--- src/rtl/matmul_seq_ctrl_if.sv ---
// Control bus between the matmul sequencer and the matrix multiplier top.
// master: sequencer side, slave: multiplier side.
interface matmul_seq_ctrl_if;
    logic       done;
    logic       en;
    logic       valid;
    logic [1:0] mode;
    logic       clear;
    logic       wr_temp_en;
    logic [2:0] wr_temp_addr;
    logic       rd_temp_en;
    logic [2:0] rd_temp_addr;

    modport master (
        output en, valid, mode, clear, wr_temp_en, wr_temp_addr, rd_temp_en, rd_temp_addr,
        input  done
    );

    modport slave (
        input  en, valid, mode, clear, wr_temp_en, wr_temp_addr, rd_temp_en, rd_temp_addr,
        output done
    );
endinterface

--- src/rtl/matmul_seq_ctrl.sv ---
// Sequencer for the matrix multiplier: phase-1 operand passes into temp, phase-2 read-back.
// Define MMSEQ_TIMEOUT_EN to bound the wait for the datapath done (err_o on expiry).
module matmul_seq_ctrl #(
    parameter int unsigned N_BEAT      = 4,
    parameter int unsigned N_PASS      = 8,
    parameter int unsigned GAP         = 2,
    parameter int unsigned TIMEOUT_CYC = 64
) (
    input  logic              clk_i,
    input  logic              rstn_i,
    input  logic              start_i,
    output logic              busy_o,
    output logic              done_o,
    output logic              err_o,
    output logic [2:0]        op_pass_o,
    output logic [3:0]        op_beat_o,
    matmul_seq_ctrl_if.master mm
);

    // Index widths are fixed by the port list; refuse parameters that would overflow them.
    if (N_BEAT < 2 || N_BEAT > 15 || N_PASS < 2 || N_PASS > 8 || GAP < 1 || GAP > 7 ||
        TIMEOUT_CYC < 1) begin : gen_param_err
        $error("matmul_seq_ctrl: parameter out of range");
    end

    localparam logic [3:0] BeatLast = 4'(N_BEAT - 1);
    localparam logic [2:0] PassLast = 3'(N_PASS - 1);
    localparam logic [2:0] GapLast  = 3'(GAP - 1);

    typedef enum logic [2:0] {
        StIdle, StFeed, StGap, StWb, StPause, StRead, StWait, StDone
    } state_e;

    state_e     state_q;
    logic [2:0] gap_q;  // idle-cycle counter, shared by GAP and PAUSE

`ifdef MMSEQ_TIMEOUT_EN
    localparam int unsigned TW = $clog2(TIMEOUT_CYC + 1);
    localparam logic [TW-1:0] TmoLast = TW'(TIMEOUT_CYC - 1);
    logic [TW-1:0] tmo_q;
`else
    assign err_o = 1'b0;
`endif

    always_ff @(posedge clk_i or negedge rstn_i) begin
        if (!rstn_i) begin
            state_q         <= StIdle;
            gap_q           <= '0;
            busy_o          <= 1'b0;
            done_o          <= 1'b0;
            op_pass_o       <= '0;
            op_beat_o       <= '0;
            mm.en           <= 1'b0;
            mm.valid        <= 1'b0;
            mm.mode         <= 2'b00;
            mm.clear        <= 1'b0;
            mm.wr_temp_en   <= 1'b0;
            mm.wr_temp_addr <= '0;
            mm.rd_temp_en   <= 1'b0;
            mm.rd_temp_addr <= '0;
`ifdef MMSEQ_TIMEOUT_EN
            err_o           <= 1'b0;
            tmo_q           <= '0;
`endif
        end else begin
            // Strobes are single-cycle unless a state re-asserts them below.
            mm.en         <= 1'b0;
            mm.valid      <= 1'b0;
            mm.clear      <= 1'b0;
            mm.wr_temp_en <= 1'b0;
            mm.rd_temp_en <= 1'b0;
            done_o        <= 1'b0;
`ifdef MMSEQ_TIMEOUT_EN
            err_o         <= 1'b0;
`endif
            unique case (state_q)
                StIdle: begin
                    if (start_i) begin
                        state_q   <= StFeed;
                        busy_o    <= 1'b1;
                        mm.mode   <= 2'b01;
                        mm.en     <= 1'b1;
                        op_pass_o <= '0;
                        op_beat_o <= '0;
                    end
                end
                StFeed: begin
                    if (op_beat_o == BeatLast) begin
                        state_q <= StGap;
                        gap_q   <= '0;
                        if (GapLast == 3'd0) mm.wr_temp_addr <= op_pass_o;
                    end else begin
                        op_beat_o <= op_beat_o + 4'd1;
                        mm.en     <= 1'b1;
                        mm.valid  <= (op_beat_o + 4'd1 == BeatLast);
                        mm.clear  <= (op_beat_o == 4'd0) && (op_pass_o != 3'd0);
                    end
                end
                StGap: begin
                    if (gap_q == GapLast) begin
                        // Result of the pass just fed is written during the next pass's beat 0.
                        mm.wr_temp_en <= 1'b1;
                        if (op_pass_o < PassLast) begin
                            state_q   <= StFeed;
                            op_pass_o <= op_pass_o + 3'd1;
                            op_beat_o <= '0;
                            mm.en     <= 1'b1;
                        end else begin
                            state_q <= StWb;
                        end
                    end else begin
                        gap_q <= gap_q + 3'd1;
                        if (gap_q + 3'd1 == GapLast) mm.wr_temp_addr <= op_pass_o;
                    end
                end
                StWb: begin
                    state_q <= StPause;
                    gap_q   <= '0;
                end
                StPause: begin
                    if (gap_q == 3'd1) begin
                        state_q         <= StRead;
                        mm.mode         <= 2'b10;
                        mm.en           <= 1'b1;
                        mm.rd_temp_en   <= 1'b1;
                        mm.rd_temp_addr <= '0;
                        op_pass_o       <= '0;
                        op_beat_o       <= '0;
                    end else begin
                        gap_q <= gap_q + 3'd1;
                    end
                end
                StRead: begin
                    if (op_pass_o == PassLast) begin
                        state_q <= StWait;
`ifdef MMSEQ_TIMEOUT_EN
                        tmo_q   <= '0;
`endif
                    end else begin
                        op_pass_o       <= op_pass_o + 3'd1;
                        mm.rd_temp_addr <= op_pass_o + 3'd1;
                        mm.en           <= 1'b1;
                        mm.rd_temp_en   <= 1'b1;
                        mm.clear        <= (op_pass_o == 3'd0);
                        mm.valid        <= (op_pass_o + 3'd1 == PassLast);
                    end
                end
                StWait: begin
                    // done wins over an expiring count on the same cycle
                    if (mm.done) begin
                        state_q <= StDone;
                        done_o  <= 1'b1;
                    end
`ifdef MMSEQ_TIMEOUT_EN
                    else if (tmo_q == TmoLast) begin
                        state_q <= StDone;
                        err_o   <= 1'b1;
                    end else begin
                        tmo_q <= tmo_q + TW'(1);
                    end
`endif
                end
                StDone: begin
                    state_q         <= StIdle;
                    busy_o          <= 1'b0;
                    mm.mode         <= 2'b00;
                    op_pass_o       <= '0;
                    op_beat_o       <= '0;
                    mm.wr_temp_addr <= '0;
                    mm.rd_temp_addr <= '0;
                end
                default: state_q <= StIdle;
            endcase
        end
    end

endmodule

--- src/flat_wrapper.sv ---
// flat-port wrapper written by rule: the top's interface ports become plain ports
module matmul_seq_ctrl_flat 
#(
    parameter int unsigned N_BEAT      = 4,
    parameter int unsigned N_PASS      = 8,
    parameter int unsigned GAP         = 2,
    parameter int unsigned TIMEOUT_CYC = 64
)
  (clk_i, rstn_i, start_i, busy_o, done_o, err_o, op_pass_o, op_beat_o, mm_en, mm_valid, mm_mode, mm_clear, mm_wr_temp_en, mm_wr_temp_addr, mm_rd_temp_en, mm_rd_temp_addr, mm_done);
  matmul_seq_ctrl_if mm_i ();
  input  logic clk_i;
  input  logic rstn_i;
  input  logic start_i;
  output logic busy_o;
  output logic done_o;
  output logic err_o;
  output logic [2:0] op_pass_o;
  output logic [3:0] op_beat_o;
  output wire logic [$bits(mm_i.en)-1:0] mm_en;
  output wire logic [$bits(mm_i.valid)-1:0] mm_valid;
  output wire logic [$bits(mm_i.mode)-1:0] mm_mode;
  output wire logic [$bits(mm_i.clear)-1:0] mm_clear;
  output wire logic [$bits(mm_i.wr_temp_en)-1:0] mm_wr_temp_en;
  output wire logic [$bits(mm_i.wr_temp_addr)-1:0] mm_wr_temp_addr;
  output wire logic [$bits(mm_i.rd_temp_en)-1:0] mm_rd_temp_en;
  output wire logic [$bits(mm_i.rd_temp_addr)-1:0] mm_rd_temp_addr;
  input wire logic [$bits(mm_i.done)-1:0] mm_done;
  assign mm_en = mm_i.en;
  assign mm_valid = mm_i.valid;
  assign mm_mode = mm_i.mode;
  assign mm_clear = mm_i.clear;
  assign mm_wr_temp_en = mm_i.wr_temp_en;
  assign mm_wr_temp_addr = mm_i.wr_temp_addr;
  assign mm_rd_temp_en = mm_i.rd_temp_en;
  assign mm_rd_temp_addr = mm_i.rd_temp_addr;
  assign mm_i.done = mm_done;
  matmul_seq_ctrl #(.N_BEAT(N_BEAT), .N_PASS(N_PASS), .GAP(GAP), .TIMEOUT_CYC(TIMEOUT_CYC)) u_core (.clk_i(clk_i), .rstn_i(rstn_i), .start_i(start_i), .busy_o(busy_o), .done_o(done_o), .err_o(err_o), .op_pass_o(op_pass_o), .op_beat_o(op_beat_o), .mm(mm_i));
endmodule
--- config.mk ---
export PLATFORM = sky130hd
export DESIGN_NAME = matmul_seq_ctrl_flat
export DESIGN_NICKNAME = d
export VERILOG_FILES = /design/src/rtl/matmul_seq_ctrl_if.sv /design/src/rtl/matmul_seq_ctrl.sv /design/src/flat_wrapper.sv
export SDC_FILE = /design/constraint.sdc
export NUM_CORES = 1
export LEC_CHECK = 0
export BUFFER_PORTS_ARGS = -buffer_cell sky130_fd_sc_hd__buf_4
export CAP_MARGIN = 15
export CORE_MARGIN = 8
export CORE_UTILIZATION = 35
export DETAILED_ROUTE_END_ITERATION = 8
export PLACE_DENSITY_LB_ADDON = 0.3
export SYNTH_ARGS = -nofsm -noshare
export SYNTH_HDL_FRONTEND = slang
export SYNTH_SLANG_ARGS = --single-unit
--- constraint.sdc ---
create_clock -name clk_i -period 2.5 [get_ports clk_i]
set_input_delay 0.125 -clock clk_i [delete_from_list [all_inputs] [get_ports clk_i]]
set_output_delay 0.125 -clock clk_i [all_outputs]
set_load 0.02 [all_outputs]
==> results of run 1 <==
==> state kept, by name (all words and copies together), names as in the netlist <==
signal and count:
u_core.op_pass_o 3, u_core.op_beat_o 4, u_core.mm.valid 1, u_core.busy_o 1, u_core.mm.clear 1, u_core.done_o 1
u_core.mm.en 1, u_core.mm.rd_temp_addr 3, u_core.gap_q 3, u_core.state_q 3, u_core.mm.wr_temp_en 1, u_core.mm.mode 2
u_core.mm.rd_temp_en 1, u_core.mm.wr_temp_addr 3
==> through the flow <==
step / power, mW / hold WS [ns] / instance area, µm² / worst slack (ns) / utilization, %
floorplan: 1.83 / -0.171 / 1720 / 0.737 / -
global placement: 2.26 / 0.0656 / 1970 / 0.643 / 41.7
detailed placement: 2.25 / 0.0686 / 1970 / 0.588 / 41.7
CTS: 2.55 / 0.117 / 2030 / 0.564 / 43.0
global route: 2.78 / 0.125 / 2030 / 0.389 / 43.0
finish: 2.54 / 0.127 / 2030 / 0.559 / 43.0
==> routing by layer <==
| metal | track usage [%] | routed length, µm |
|---|---|---|
| met5 | 0 | 0 |
| met4 | 5.89 | 61 |
| met3 | 2.01 | 254 |
| met2 | 17.9 | 1890 |
| met1 | 16.1 | 1970 |
==> Yosys cell counts (all sizes together) <==
library cell   n
dfrtp         28
nand2         16
nor2          15
o21ai         14
a21oi         13
ha            10
inv           10
nand3         10
buf            8
mux2i          6
nand2b         6
a22o           4
nor2b          4
nor3           4
a31oi          3
o211ai         3
xnor2          3
a21o           2
a221o          2
and2           2
and3           2
nand4          2
nor3b          2
o31ai          2
a211o          1
a221oi         1
a311oi         1
a31o           1
and4bb         1
clkbuf         1
clkinv         1
conb           1
nand3b         1
nor4           1
o2111ai        1
o22ai          1
o2bb2ai        1
o32a           1
or3b           1
or4            1
==> layout by cell type, fill, tap and decap left out, types with 4 or more instances in the layout <==
cell type | Yosys | final
a21oi_1 | 13 | 13
nand2_1 | 16 | 16
mux2i_1 | 6 | 6
a22o_1 | 4 | 4
ha_1 | 10 | 10
nor2_1 | 15 | 15
nand2b_1 | 5 | 5
clkbuf_8 | 0 | 4
inv_1 | 10 | 10
nand3_1 | 10 | 10
dfrtp_1 | 28 | 28
o21ai_0 | 12 | 12
nor2b_1 | 4 | 4
nor3_1 | 4 | 4
buf_4 | 2 | 29
==> layout make-up <==
class	instances	area [µm²]
fillers	465	2690
multi-input cells	139	925
flip-flops and latches	28	701
repair buffers	30	228
well taps	67	83.8
clock buffers	4	55.1
inverters	11	41.3
==> critical path, cell delays in order (launching register included) <==
cell       delay, ns
dfrtp_1         0.79
nor2b_1         0.43
o2111ai_1       0.33
mux2i_1         0.23
nor2_1          0.05
==> timing repair <==
action / CTS / global route
hold buffers: 1 / 0
setup buffers: 0 / 0
hold endpoints to repair: 28 / 0
==> path summary, 6_finish.rpt <==
check / start / endpoint / slack (ns) / cells after the start
worst max-delay path: u_core.state_q[1] / u_core.mm.wr_temp_addr[1] / 0.56 / 4
worst min-delay path: mm_done / u_core.done_o / 0.13 / 3
worst max register to register: u_core.state_q[1] / u_core.mm.wr_temp_addr[1] / 0.56 / 4
worst min register to register: u_core.mm.rd_temp_addr[1] / u_core.mm.rd_temp_addr[1] / 0.52 / 1
max in group asynchronous: rstn_i / u_core.op_beat_o[0] / 1.94 / 2
min in group asynchronous: rstn_i / u_core.busy_o / 0.29 / 2
==> cells by family (layout without fill, tap and decap cells) <==
family / Yosys count / count (layout)
AO/OA/AOI/OAI: 51 / 51
XOR/XNOR: 3 / 3
adder cells (fa/ha/maj): 10 / 10
buffers and inverters: 20 / 45
flip-flops: 28 / 28
multiplexers: 6 / 6
other: 1 / 1
AND/OR/NAND/NOR: 68 / 68
==> report_power, final <==
group | internal (mW) | total (mW) | switching [mW]
Clock | 0.141 | 0.284 | 0.143
Combinational | 0.599 | 1.40 | 0.803
Sequential | 0.604 | 0.856 | 0.252
Total | 1.34 | 2.54 | 1.20
==> metrics.csv, run 1 <==
stage,metric,value,unit
hold_path,hp-class,in2reg,
yosys,ys_ff_latch,28,
yosys,synth_top_area_cell,dfrtp_1,
routing,wl_per_cell,15.0,µm
yosys,yosys_warnings,0,
timing,relSlewSlack,55.0,%
grt,gr-usage-all-layers,12.0,%
yosys,synth-xor-area-share,1.53,%
timing,hold_viol_final,0,
yosys,synth_simple_gate_area_share,20.7,%
placement,gp_congestion,0.919,
floorplanning,io-pin-count,27,
floorplanning,coreArea,4720,µm²
floorplanning,die_w,86.1,µm
setup_path,worst_setup_path_end_kind,register,
grt,antenna_found_initial,0,
clock_tree,clk_latency,0.28,ns
yosys,syn-num-nets,201,
pwr,peakVddDrop,0.000437,V
routing,num_vias,1453,
pwr,p_leak,0.959,nW
clock_tree,cts_root_buf,clkbuf_8,
yosys,yosysSeqAreaShare,40.7,%
yosys,synth_adder_area_share,7.27,%
outcome,status,finished clean,
grt,grt_pass1_vias,1459,
yosys,synthCells,187,
floorplanning,die-height,86.1,µm
clock_tree,clk_pin_slew,0.10,ns
grt,gr-total-overflow,0,
timing,final_max_slew_viol_count,0,
routing,drc,0,
routing,via_per_inst,5.21,
yosys,synth_top_area_share,40.7,%
clock_tree,cts_max_path_buffers,2,
yosys,synth.area.top_cells,"dfrtp_1, ha_1, a21oi_1",
routing,wl,4180,µm
clock_tree,htree_num_levels,1,
routing,drt-pass1-iter-count,4,
timing,rsz0062_at_grt,false,
timing,clock_skew,0.00567,ns
timing,fmax,0.515,GHz
yosys,synth.area.mux_share,3.49,%
placement,dp.cells,274,
timing,finalSetupTns,0,ns
setup_path,startpoint_type,register,
yosys,yosysUniqueCellTypes,48,
yosys,syn_area,1720,µm²
layout,antennaDiodeCount,0,
grt,grt_pass1_wl,7190,µm
yosys,synth_compound_area_share,20.5,%
grt,grt_max_degree,29,
placement,hpwl,3030,µm
routing,drtIter0Drc,223,
yosys,synth_top_family_by_area,simple AND/OR/NAND/NOR gates,
timing,min_period,1.94,ns
layout,fin_cells,279,
layout,layout-drive-gt1-share,18.9,%
clock_tree,post_cts_resized,0,
layout,area_growth,18.1,%
timing,setup_viol,0,
setup_path,required,2.67,ns
layout,nets,227,
timing,fin_crit_sh,77.6,%
clock_tree,numCtsBuffers,3,
floorplanning,rows,25,
setup_path,crit_arrival,2.11,ns
setup_path,crit_type,reg2reg,
yosys,syn_area_per_cell,9.21,µm²
clock_tree,cts_tree,built,
floorplanning,die_area,7420,µm²
timing,worst_pin_slew,0.676,ns
placement,port_buffers,25,
pwr,pwr_density_cell,1250,nW/µm²
setup_path,crit_path_max_fanout,24,
clock_tree,clock-sinks,28,
routing,ant_nets,0,
flow_run,drv_cap,0,
floorplanning,start_util,36.5,%
(Power assumes the default switching activity.)
==> run 2, diff against run 1 <==
- clock period: 2.5 -> 2.05 ns (I/O delays scaled with it)
==> metrics.csv, run 2 (synthesized netlist as in run 1, its figures left out) <==
stage,metric,value,unit,change
routing,via_per_inst,5.29,,+1.6%
clock_tree,postCtsSetupBuffers,0,,unchanged
clock_tree,cts_max_path_buffers,2,,unchanged
clock_tree,clk_latency,0.28,ns,about the same
clock_tree,numCtsBuffers,3,,unchanged
setup_path,ff2ff_path_depth,5,,+1
setup_path,r2r-end,u_core.gap_q[1],,
clock_tree,holdBufCountCts,1,,unchanged
timing,clock_skew,0.00802,ns,+0.00235 ns
layout,largest_reg_flops,4,,unchanged
setup_path,cpPeakStageDelay,0.44,ns,-0.35 ns
grt,gr-usage-all-layers,12.7,%,+0.76 points
placement,place_area,2030,µm²,+3.1%
setup_path,path_buf_inv,0,,unchanged
layout,nets,235,,+3.5%
pwr,pwr-share-seq,30.0,%,-3.7 points
layout,layout-drive-gt1-share,21.8,%,+3.0 points
pwr,p_switching,1.53,mW,+27%
grt,antenna_found_initial,0,,unchanged
floorplanning,io-pin-count,27,,unchanged
setup_path,slowest_stage,or3b_1,,
placement,dp.cells,282,,+2.9%
hold_path,holdPathEnd,u_core.done_o,,
timing,finalSetupTns,0,ns,unchanged
timing,min_period,1.85,ns,-0.0925 ns
timing,rsz0062_at_grt,false,,
timing,worst_pin_slew,0.597,ns,-0.0790 ns
pwr,p_leak,1.01,nW,+4.9%
hold_path,holdPathStages,3,,unchanged
outcome,status,finished clean,,
routing,drc,0,,unchanged
grt,grt_max_degree,29,,unchanged
setup_path,crit_path_cell_trace,ha_1 -> or3b_1 -> a21oi_1 -> o211ai_1 -> a21o_1,,
setup_path,crit_arrival,2.03,ns,-0.08 ns
pwr,peakVddDrop,0.000545,V,+25%
flow_run,drv_cap,0,,unchanged
pwr,p_comb_share,56.6,%,+1.4 points
placement,gp_congestion,0.917,,-0.23%
layout,n_fill_cell,462,,-0.65%
setup_path,crit_type,reg2reg,,
setup_path,r2r_setup_slack,0.20,ns,-0.36 ns
pwr,internal_power,1.82,mW,+36%
routing,wl,4500,µm,+7.7%
pwr,p_clk_share,13.3,%,+2.1 points
placement,port_buffers,25,,unchanged
layout,antennaDiodeCount,0,,unchanged
setup_path,r2r-start,u_core.op_beat_o[1],,
clock_tree,cts_root_buf,clkbuf_8,,
setup_path,required,2.23,ns,-0.44 ns
routing,wl_per_cell,15.7,µm,+4.7%
timing,final_max_slew_viol_count,0,,unchanged
routing,drt-pass1-iter-count,4,,unchanged
layout,largest_register,u_core.op_beat_o,,
floorplanning,rows,25,,unchanged
floorplanning,die_w,86.1,µm,unchanged
clock_tree,post_cts_resized,0,,unchanged
routing,num_vias,1519,,+4.5%
floorplanning,die-height,86.1,µm,unchanged
floorplanning,die_area,7420,µm²,unchanged
routing,drtIter0Drc,126,,-43%
clock_tree,htree_num_levels,1,,unchanged
timing,fin_crit_sh,90.2,%,+13 points
layout,final_area,2110,µm²,+3.8%
placement,hpwl,3280,µm,+8.3%
pwr,switching_share,45.6,%,-1.5 points
setup_path,crit_path_max_fanout,6,,-75%
routing,ant_nets,0,,unchanged
setup_path,path_delay_family,compound AO/OA/AOI/OAI gates,,
floorplanning,start_util,36.5,%,unchanged
pwr,pwr_density_cell,1590,nW/µm²,+27%
hold_path,min_from,mm_done,,
setup_path,startpoint_type,register,,
layout,fin_cells,287,,+2.9%
floorplanning,coreArea,4720,µm²,unchanged
hold_path,hp-class,in2reg,,
layout,layout_commonest_cell,buf_4,,
grt,gr-total-overflow,0,,unchanged
grt,grt_pass1_vias,1531,,+4.9%
timing,relSlewSlack,60.2,%,+5.3 points
setup_path,worst_setup_path_end_kind,register,,
layout,area_growth,22.5,%,
layout,layout_common_cells,"buf_4, dfrtp_1, nand2_1",,
grt,grt_pass1_wl,7500,µm,+4.3%
timing,fmax,0.541,GHz,+5.0%
timing,hold_viol_final,0,,unchanged
clock_tree,cts_tree,built,,
timing,setup_viol,0,,unchanged
clock_tree,clk_pin_slew,0.10,ns,about the same
clock_tree,clock-sinks,28,,unchanged
## run 2: cell types whose count changed in the layout (fill, tap and decap cells not counted), sizes merged
cell	change
buf	+8
bufinv	+1
clkbuf	-1
## run 2: layout make-up
class                   instances  area (µm²)  share of cell area (%)
well taps                      67        83.8                    3.97
clock inverters                 1        30.0                    1.42
repair buffers                 38         288                    13.6
flip-flops and latches         28         701                    33.2
clock buffers                   3        41.3                    1.96
inverters                      11        41.3                    1.96
multi-input cells             139         925                    43.8
## run 2: worst min-delay path, stage by stage
cell and delay (ns):
buf_4 0.11, nand2_1 0.09, nor2_1 0.06
## run 2: stage by stage
| step | hold WS (ns) | setup slack (ns) | total power [mW] | utilization (%) |
|---|---|---|---|---|
| floorplan | -0.193 | 0.287 | 2.24 | - |
| global placement | 0.0450 | 0.237 | 2.87 | 42.9 |
| detailed placement | 0.0474 | 0.248 | 2.89 | 42.9 |
| CTS | 0.113 | 0.188 | 3.35 | 44.7 |
| global route | 0.141 | 0.102 | 3.60 | 44.7 |
| finish | 0.111 | 0.201 | 3.35 | 44.7 |
## run 2: how the worst max path moves through the flow
stage	start	endpoint	slack (ns)	cells past startpoint
2_1_floorplan	u_core.op_beat_o[1]	u_core.gap_q[0]	0.29	5
3_3_place_gp	u_core.op_beat_o[1]	u_core.gap_q[1]	0.24	5
3_5_place_dp	u_core.op_beat_o[1]	u_core.gap_q[0]	0.25	5
4_1_cts	u_core.op_beat_o[1]	u_core.gap_q[1]	0.19	5
5_1_grt	u_core.gap_q[1]	u_core.op_pass_o[1]	0.10	6
6_report	u_core.op_beat_o[1]	u_core.gap_q[1]	0.20	5
## run 2: routing by layer
metal | vias to the layer above | wire [µm] | GRT usage, % | share of wire, %
li1 | 733 | - | - | -
met5 | - | 0 | 0 | 0
met3 | 4 | 231 | 2.29 | 5.1
met2 | 49 | 2130 | 20.8 | 47
met1 | 733 | 2080 | 15.8 | 46
met4 | 0 | 64 | 5.57 | 1.4
## run 2: power by group through the flow
stage | Sequential (mW) | Clock (mW) | Combinational (mW)
floorplan | 1.03 | 0 | 1.20
global placement | 1.01 | 0 | 1.87
detailed placement | 1.01 | 0 | 1.88
CTS | 0.998 | 0.455 | 1.90
global route | 1.04 | 0.473 | 2.09
finish | 1.01 | 0.446 | 1.90
==> run 3, diff against run 2 <==
- HOLD_SLACK_MARGIN: default -> 0.15
==> metrics.csv, run 3 (synthesized netlist as in run 1, its figures left out) <==
stage,metric,value,unit,change
hold_path,holdPathEnd,u_core.busy_o,,
clock_tree,clk_latency,0.28,ns,about the same
layout,n_fill_cell,462,,unchanged
timing,min_period,1.85,ns,-0.00110 ns
clock_tree,cts_tree,built,,
layout,area_growth,23.1,%,
pwr,p_leak,1.01,nW,+0.41%
setup_path,r2r-end,u_core.gap_q[1],,
routing,num_vias,1516,,-0.20%
layout,largest_register,u_core.op_beat_o,,
pwr,power.total,3.34,mW,about the same
placement,port_buffers,25,,unchanged
layout,nets,236,,+0.43%
pwr,p_clk_share,13.2,%,about the same
layout,layout_common_cells,"buf_4, dfrtp_1, nand2_1",,
grt,grt_max_degree,29,,unchanged
pwr,p_comb_share,56.8,%,+0.2 points
placement,gp_congestion,0.917,,unchanged
routing,wl,4490,µm,-0.29%
hold_path,hp-class,in2reg,,
setup_path,crit_arrival,2.03,ns,about the same
layout,final_area,2120,µm²,+0.47%
floorplanning,rows,25,,unchanged
grt,gr-total-overflow,0,,unchanged
setup_path,ff2ff_path_depth,5,,unchanged
setup_path,startpoint_type,register,,
floorplanning,io-pin-count,27,,unchanged
pwr,pwr_density_cell,1580,nW/µm²,-0.55%
setup_path,required,2.23,ns,about the same
timing,hold_viol_final,0,,unchanged
timing,rsz0062_at_grt,false,,
flow_run,drv_cap,0,,unchanged
clock_tree,clk_pin_slew,0.10,ns,about the same
clock_tree,post_cts_resized,0,,unchanged
timing,fmax,0.541,GHz,about the same
floorplanning,coreArea,4720,µm²,unchanged
outcome,status,finished clean,,
grt,grt_pass1_wl,7500,µm,unchanged
pwr,switching_share,45.5,%,-0.084 points
clock_tree,clock-sinks,28,,unchanged
routing,drtIter0Drc,148,,+17%
routing,drc,0,,unchanged
setup_path,worst_setup_path_end_kind,register,,
pwr,internal_power,1.82,mW,about the same
clock_tree,postCtsSetupBuffers,0,,unchanged
clock_tree,htree_num_levels,1,,unchanged
floorplanning,start_util,36.5,%,unchanged
timing,holdWs,0.165,ns,+0.0535 ns
pwr,pwr-share-seq,30.0,%,about the same
setup_path,r2r_setup_slack,0.20,ns,about the same
placement,place_area,2030,µm²,unchanged
timing,relSlewSlack,60.0,%,-0.23 points
placement,hpwl,3280,µm,unchanged
routing,ant_nets,0,,unchanged
layout,layout-drive-gt1-share,21.7,%,-0.099 points
clock_tree,holdBufCountCts,2,,+1
grt,grt_pass1_vias,1531,,unchanged
timing,worst_pin_slew,0.600,ns,+0.00342 ns
setup_path,crit_type,reg2reg,,
timing,finalSetupTns,0,ns,unchanged
clock_tree,cts_max_path_buffers,2,,unchanged
timing,fin_crit_sh,90.1,%,about the same
hold_path,min_from,start_i,,
setup_path,r2r-start,u_core.op_beat_o[1],,
grt,gr-usage-all-layers,12.7,%,unchanged
timing,final_max_slew_viol_count,0,,unchanged
layout,largest_reg_flops,4,,unchanged
timing,clock_skew,0.00478,ns,-0.00324 ns
layout,regArea,701,µm²,unchanged
routing,wl_per_cell,15.6,µm,-0.64%
layout,layout_commonest_cell,buf_4,,
layout,multi_input_area,925,µm²,unchanged
pwr,peakVddDrop,0.000545,V,about the same
placement,dp_slack,0.248,ns,unchanged
hold_path,holdPathStages,3,,unchanged
routing,drt-pass1-iter-count,4,,unchanged
timing,setup_viol,0,,unchanged
grt,antenna_found_initial,0,,unchanged
pwr,p_switching,1.52,mW,-0.26%
floorplanning,die-height,86.1,µm,unchanged
floorplanning,die_area,7420,µm²,unchanged
setup_path,crit_path_max_fanout,6,,unchanged
routing,via_per_inst,5.26,,-0.54%
timing,setup_slack,0.203,ns,+0.00110 ns
clock_tree,cts_root_buf,clkbuf_8,,
clock_tree,numCtsBuffers,3,,unchanged
floorplanning,die_w,86.1,µm,unchanged
layout,antennaDiodeCount,0,,unchanged
==> run 3: cell count changes in the layout (fill, tap and decap cells not counted) <==
cell           delta
dlygate4sd3_1     +1
==> run 3: how the worst max path moves through the flow <==
stage | from | to | slack (ns) | cells past startpoint
2_1_floorplan | u_core.op_beat_o[1] | u_core.gap_q[0] | 0.29 | 5
3_3_place_gp | u_core.op_beat_o[1] | u_core.gap_q[1] | 0.24 | 5
3_5_place_dp | u_core.op_beat_o[1] | u_core.gap_q[0] | 0.25 | 5
4_1_cts | u_core.op_beat_o[1] | u_core.gap_q[1] | 0.19 | 5
5_1_grt | u_core.gap_q[1] | u_core.op_pass_o[1] | 0.10 | 6
6_report | u_core.op_beat_o[1] | u_core.gap_q[1] | 0.20 | 5
==> run 3: metal layers <==
metal  up-vias  share of wire (%)  GRT usage [%]
li1        734                  -              -
met4         0                1.4           5.57
met1       719                 45           15.8
met2        59                 48           20.8
met5         -                  0              0
met3         4                6.2           2.29
==> run 3: power by group through the flow <==
stage / Clock [mW] / Combinational (mW) / Sequential, mW
detailed placement: 0 / 1.88 / 1.01
global route: 0.473 / 2.10 / 1.04
global placement: 0 / 1.87 / 1.01
CTS: 0.455 / 1.90 / 0.998
finish: 0.442 / 1.90 / 1.00
floorplan: 0 / 1.20 / 1.03
==> run 3: area by class of cell <==
cell class | count | share of cell area, %
Clock inverter | 1 | 1.42
Timing Repair Buffer | 39 | 14.0
Multi-Input combinational cell | 139 | 43.6
Clock buffer | 3 | 1.95
Sequential cell | 28 | 33.1
Inverter | 11 | 1.95
Tap cell | 67 | 3.96
==> run 3: stage by stage <==
step           cells  utilization [%]
2_1_floorplan    187                -
3_3_place_gp     282             42.9
3_5_place_dp     282             42.9
4_1_cts          288             44.9
5_1_grt          288             44.9
6_report         288             44.9
==> run 3: critical path, cell delays in order, from the launching register on <==
cell and delay [ns]:
dfrtp_1 0.42, ha_1 0.28, or3b_1 0.43, a21oi_1 0.26
o211ai_1 0.15, a21o_1 0.20
